--- config.mk ---
export PLATFORM = sky130hd
export DESIGN_NAME = frame_writer_ctrl
export DESIGN_NICKNAME = d
export VERILOG_FILES = /design/src/rtl/frame_writer_ctrl.sv
export SDC_FILE = /design/constraint.sdc
export NUM_CORES = 1
export LEC_CHECK = 0
export BUFFER_PORTS_ARGS = -buffer_cell sky130_fd_sc_hd__clkbuf_2
export CORE_MARGIN = 2
export CORE_UTILIZATION = 55
export DETAILED_ROUTE_END_ITERATION = 12
export PLACE_DENSITY = 0.77
export SLEW_MARGIN = 5
export SYNTH_ARGS = -nofsm -noshare
export SYNTH_HDL_FRONTEND = slang
export SYNTH_SLANG_ARGS = --single-unit
--- constraint.sdc ---
create_clock -name cam_clk_i -period 43 [get_ports cam_clk_i]
set_input_delay 8.6 -clock cam_clk_i [delete_from_list [all_inputs] [get_ports cam_clk_i]]
set_output_delay 8.6 -clock cam_clk_i [all_outputs]
set_load 0.005 [all_outputs]
--- src/rtl/frame_writer_ctrl.sv ---
// Capture-side DDR write master: packs 64-bit pixel beats into fixed bursts and writes them
// into the frame slot chosen by the write pointer latched on the SOF beat.
module frame_writer_ctrl #(
  parameter int unsigned H_ACTIVE       = 1280,
  parameter int unsigned V_ACTIVE       = 720,
  parameter int unsigned BYTES_PER_PIX  = 4,
  parameter int unsigned BEAT_BYTES     = 8,
  parameter int unsigned BURST_LEN      = 16,
  parameter int unsigned LINE_STRIDE    = 8192,
  parameter logic [7:0]  FRAME_BASE_MSB = 8'h70
) (
  input  logic        cam_clk_i,
  input  logic        reset_i,
  input  logic [2:0]  wr_ptr_i,
  input  logic        sof_i,
  input  logic        data_valid_i,
  input  logic [63:0] data_i,
  output logic        data_ready_o,
  output logic        wr_req_o,
  output logic [31:0] wr_req_addr_o,
  output logic [7:0]  wr_req_len_o,
  input  logic        wr_req_ack_i,
  output logic [63:0] wr_data_o,
  output logic        wr_data_valid_o,
  output logic        wr_data_last_o,
  input  logic        wr_data_ready_i,
  output logic        frame_wr_done_o,
  output logic        frame_abort_o,
  output logic        frame_busy_o
);

  localparam int unsigned BurstBytes    = BURST_LEN * BEAT_BYTES;
  localparam int unsigned BurstsPerLine = (H_ACTIVE * BYTES_PER_PIX) / BurstBytes;
  localparam int unsigned BeatW         = $clog2(BURST_LEN);
  localparam int unsigned BurstW        = $clog2(BurstsPerLine + 1);
  localparam int unsigned LineW         = $clog2(V_ACTIVE + 1);

  typedef enum logic [2:0] {StIdle, StFill, StReq, StDrain, StDone} state_e;

  state_e              state_q, state_d;
  logic [BeatW-1:0]    beat_q, beat_d;
  logic [BurstW-1:0]   burst_q, burst_d;
  logic [LineW-1:0]    line_q, line_d;
  logic [2:0]          ptr_q, ptr_d;
  logic                abort_q, abort_d;
  logic [63:0]         burst_buf_q [BURST_LEN];
  logic                buf_we;
  logic [BeatW-1:0]    buf_waddr;
  logic                last_beat, last_burst_of_line, last_line;
  logic [31:0]         offset;

  assign last_beat          = (beat_q == BeatW'(BURST_LEN - 1));
  assign last_burst_of_line = (burst_q == BurstW'(BurstsPerLine - 1));
  assign last_line          = (line_q == LineW'(V_ACTIVE - 1));

  always_comb begin
    state_d      = state_q;
    beat_d       = beat_q;
    burst_d      = burst_q;
    line_d       = line_q;
    ptr_d        = ptr_q;
    abort_d      = 1'b0;
    buf_we       = 1'b0;
    buf_waddr    = beat_q;
    data_ready_o = 1'b0;
    unique case (state_q)
      StIdle: begin
        data_ready_o = 1'b1;
        if (data_valid_i && sof_i) begin
          buf_we    = 1'b1;
          buf_waddr = '0;
          ptr_d     = wr_ptr_i;
          beat_d    = BeatW'(1);
          burst_d   = '0;
          line_d    = '0;
          state_d   = StFill;
        end
      end
      StFill: begin
        data_ready_o = 1'b1;
        if (data_valid_i) begin
          buf_we = 1'b1;
          if (sof_i) begin
            // Early SOF restarts the frame with this beat as beat 0.
            buf_waddr = '0;
            ptr_d     = wr_ptr_i;
            beat_d    = BeatW'(1);
            burst_d   = '0;
            line_d    = '0;
            abort_d   = 1'b1;
          end else if (last_beat) begin
            beat_d  = '0;
            state_d = StReq;
          end else begin
            beat_d = beat_q + BeatW'(1);
          end
        end
      end
      StReq: begin
        if (wr_req_ack_i) state_d = StDrain;
      end
      StDrain: begin
        if (wr_data_ready_i) begin
          if (last_beat) begin
            beat_d  = '0;
            state_d = StFill;
            if (last_burst_of_line) begin
              burst_d = '0;
              if (last_line) begin
                line_d  = '0;
                state_d = StDone;
              end else begin
                line_d = line_q + LineW'(1);
              end
            end else begin
              burst_d = burst_q + BurstW'(1);
            end
          end else begin
            beat_d = beat_q + BeatW'(1);
          end
        end
      end
      StDone: state_d = StIdle;
      default: state_d = StIdle;
    endcase
  end

  always_ff @(posedge cam_clk_i) begin
    if (reset_i) begin
      state_q <= StIdle;
      beat_q  <= '0;
      burst_q <= '0;
      line_q  <= '0;
      ptr_q   <= '0;
      abort_q <= 1'b0;
    end else begin
      state_q <= state_d;
      beat_q  <= beat_d;
      burst_q <= burst_d;
      line_q  <= line_d;
      ptr_q   <= ptr_d;
      abort_q <= abort_d;
    end
  end

  // Payload storage only; never observed outside StDrain, so no reset needed.
  always_ff @(posedge cam_clk_i) begin
    if (buf_we) burst_buf_q[buf_waddr] <= data_i;
  end

  assign offset = 32'(line_q) * LINE_STRIDE + 32'(burst_q) * BurstBytes;

  always_comb begin
    wr_req_o        = (state_q == StReq);
    wr_req_addr_o   = wr_req_o ? {FRAME_BASE_MSB[7:3], ptr_q, offset[23:0]} : '0;
    wr_req_len_o    = wr_req_o ? 8'(BURST_LEN - 1) : '0;
    wr_data_valid_o = (state_q == StDrain);
    wr_data_o       = wr_data_valid_o ? burst_buf_q[beat_q] : '0;
    wr_data_last_o  = wr_data_valid_o && last_beat;
    frame_wr_done_o = (state_q == StDone);
    frame_abort_o   = abort_q;
    frame_busy_o    = (state_q == StFill) || (state_q == StReq) || (state_q == StDrain);
  end

endmodule

==> impl_metrics.toml <==
[outcome]
run_status = "complete, no violations"

[min_path]
hold_class = "flip-flop to flip-flop"
min_path_cells = 2
worst_min_path_start = "ptr_q[1]"

[clock_network]
clk_pin_slew_worst_paths_ps = 60
cts_buffers = 101
cts_max_path_buffers = 3
cts.sink_count = 1055
cts-hold-fix-buffers = 0
post_cts_resized = 0
cts-htree-levels = 3
clock_insertion_delay_worst_skew_ps = 670
cts_root_buf = "sky130_fd_sc_hd__clkbuf_16"
post-cts-setup-buffer-count = 0
cts_tree = "built"

[floorplanning]
die_w_um = 277
design.die.area_mm2 = 0.0765
initial_utilization_pct = 55.8
ios = 184
die_h_um = 277
core_area_mm2 = 0.0733
row_count = 99

[drt]
wl_met3_um = 7710
route.detailed.wl_per_inst_um = 30.6
route.layer.met1.wl_um = 35000
drt-total-wl_um = 92100
vias = 19200
drt_iter0_markers = 2330
route.detailed.drc = 0
detail-route-antenna-nets = 0
vias_per_cell = 6.40
drt-pass1-iter-count = 7
maxUsedRoutingLayer = "met5"
met2RoutedLength_um = 47400

[logic_synthesis]
syn_area_per_cell_um2 = 23.4
yosysSeqAreaShare_pct = 76.7
yosysUniqueCellTypes = 49
syn_inst = 1744
post_synth_main_area_contributors = "sky130_fd_sc_hd__edfxtp_1 75%, sky130_fd_sc_hd__mux4_2 17%, sky130_fd_sc_hd__dfxtp_1 1.5%, sky130_fd_sc_hd__and2_1 1.3%, sky130_fd_sc_hd__mux4_1 0.96%"
synth_largest_area_cell = "sky130_fd_sc_hd__edfxtp_1"
post_synth_top_flop = "sky130_fd_sc_hd__edfxtp_1"
synth_seq_cells = 1055
syn_area_mm2 = 0.0409
synth_top_area_share_pct = 75.2
yosys_warnings = 0
number_of_enable_flip_flop_cells_after_synthesis = 1024
share_of_flip_flops_with_an_asynchronous_set_or_reset_pct = 0

[timing]
unrepaired_setup_endpoints_after_global_routing = "no"
report.final.hold_viol_count = 0
layout_min_cycle_time_ps = 13280
fin_worst_hold_slack_ps = 466
finalSetupTns_ps = 0
maxSlewViolCount = 0
timing.fmax_mhz = 75.3
final_skew_ps = 22.0
setup_ws_post_layout_ps = 29720
post-route-period-util_pct = 30.9
max-slew-margin-rel_pct = 19.4
setup_viol = 0
worst_slew_pin_slew_ps = 1200

[cells_and_area]
final_layout_size_suffix_gt1_share_pct = 34.0
finish.instance_area_mm2 = 0.0461
area_growth_pct = 12.7
layout.nets = 2035

[worst_setup_path]
r2r.worst_path.cells = 6
critical_path.endpoint = "wr_data_o[32]"
timing.critical_path.arrival_ps = 4680
r2r_end = "burst_buf_q[12][23]"
r2r-start = "state_q[1]"
worstSetupEndpointType = "primary output"
worst-setup-path-type = "flip-flop to primary output"
ff2ff_setup_slack_ps = 39110
worstPathMaxFanout = 52
critPathRequiredTime_ps = 34400
cp-start-kind = "flip-flop"

[pwr]
clkPwrFrac_pct = 42.9
power.combinational.fraction_pct = 3.2
cell_internal_pwr_mw = 1.68
vdd_ir_drop_max_v = 0.0000392
leakagePower_nw = 14.5
switching_share_pct = 19.9
power-per-cell-area_mw_per_mm2 = 45.6
p_switching_uw = 419
sequential_group_share_of_total_power_pct = 53.9

[placement]
finalWeightedCongestion = 0.756
place.detailed.hpwl_um = 44900
preCtsSetupSlack_ps = 30280
placedInstanceArea_mm2 = 0.0427
port_buffers = 169

[flow_run]
cap_viol_max_count = 0

[grt]
grt_util_all_layers_pct = 24.4
grt_start_max_net_pins = 145
grt_pass1_wl_um = 136000
first_global_vias = 20300
overflow = 0
antenna_found_initial = 11
-- how the worst min path moves through the flow --
stage | endpoint | slack, ps
after floorplan | ptr_q[0] | 430
after global placement | ptr_q[1] | 440
after detailed placement | ptr_q[1] | 460
after CTS | ptr_q[1] | 470
after global routing | ptr_q[1] | 490
final | ptr_q[1] | 470
-- placed cells by master (no fill, tap or decap), drive strengths merged, types with 14 or more instances in the layout --
cell    instances
conb           14
buf            42
edfxtp       1024
dfxtp          31
mux4          320
a21oi          15
and2           87
bufinv         14
clkinv         49
nand2          21
clkbuf        286
nor2           35
-- cells by family after synthesis --
family,share of synthesized area (%)
AOI/OAI and AO/OA,0.572
and+or+nand+nor,2.74
DFF,76.7
adders and majority gates,0.0918
buffers and inverters,1.84
other,0.00917
muxes,17.8
xor gates and xnor gates,0.236
-- cell usage after synthesis, types with 4 or more instances --
cell type and number:
sky130_fd_sc_hd__xnor2_1 4, sky130_fd_sc_hd__and2_1 87, sky130_fd_sc_hd__nand3_1 8, sky130_fd_sc_hd__nand2_1 21
sky130_fd_sc_hd__mux4_1 15, sky130_fd_sc_hd__mux4_2 305, sky130_fd_sc_hd__dfxtp_1 31, sky130_fd_sc_hd__nor2_1 35
sky130_fd_sc_hd__inv_1 5, sky130_fd_sc_hd__nor3_1 8, sky130_fd_sc_hd__edfxtp_1 1024, sky130_fd_sc_hd__nand2b_1 4
sky130_fd_sc_hd__buf_1 17, sky130_fd_sc_hd__nor4_1 4, sky130_fd_sc_hd__buf_4 24, sky130_fd_sc_hd__clkbuf_1 42
sky130_fd_sc_hd__o21ai_0 11, sky130_fd_sc_hd__a21oi_1 15, sky130_fd_sc_hd__and3_1 4, sky130_fd_sc_hd__xor2_1 7
sky130_fd_sc_hd__buf_6 20, sky130_fd_sc_hd__buf_2 4
-- layout make-up --
| type | count | area [µm²] |
|---|---|---|
| Timing Repair Buffer | 211 | 1170 |
| Tap cell | 959 | 1200 |
| Clock inverter | 70 | 759 |
| Fill cell | 4716 | 27200 |
| Clock buffer | 117 | 2610 |
| Inverter | 5 | 18.8 |
| Sequential cell | 1055 | 31400 |
| Multi-Input combinational cell | 585 | 8940 |
| Antenna cell | 5 | 12.5 |
-- critical path: stages, from the launching register on --
cell                       delay (ps)
sky130_fd_sc_hd__dfxtp_4          760
sky130_fd_sc_hd__buf_4            900
sky130_fd_sc_hd__buf_4            800
sky130_fd_sc_hd__mux4_1           650
sky130_fd_sc_hd__mux4_2           470
sky130_fd_sc_hd__and2_1           220
sky130_fd_sc_hd__clkbuf_2         130
-- power groups by stage --
stage	sequential (mW)	clock, mW	combinational, mW
after floorplan	1.16	0	0.0502
after global placement	1.16	0	0.0649
after detailed placement	1.16	0	0.0675
after CTS	1.13	0.913	0.0683
after global routing	1.13	0.948	0.0733
final	1.13	0.901	0.0674
-- state kept, by name, indices dropped and copies added (netlist names), named ones only --
signal / flops
state_q: 3
burst_q: 6
line_q: 10
burst_buf_q: 1024
frame_abort_o: 1
beat_q: 4
ptr_q: 3
-- per-stage QoR --
step                util [%]  power, mW  instances
floorplan                  -       1.21       1757
global placement        58.3       1.22       2815
detailed placement      58.3       1.22       2815
CTS                     62.8       2.12       3002
global route            62.9       2.16       3004
finish                  62.9       2.10       3007
-- layer usage --
layer  GRT usage, %  up-vias
li1               -     7806
met1           33.4    10200
met2           41.1     1009
met3           4.43      154
met4           6.69       14
met5              0        -
Power figures use the tool's default switching activity.
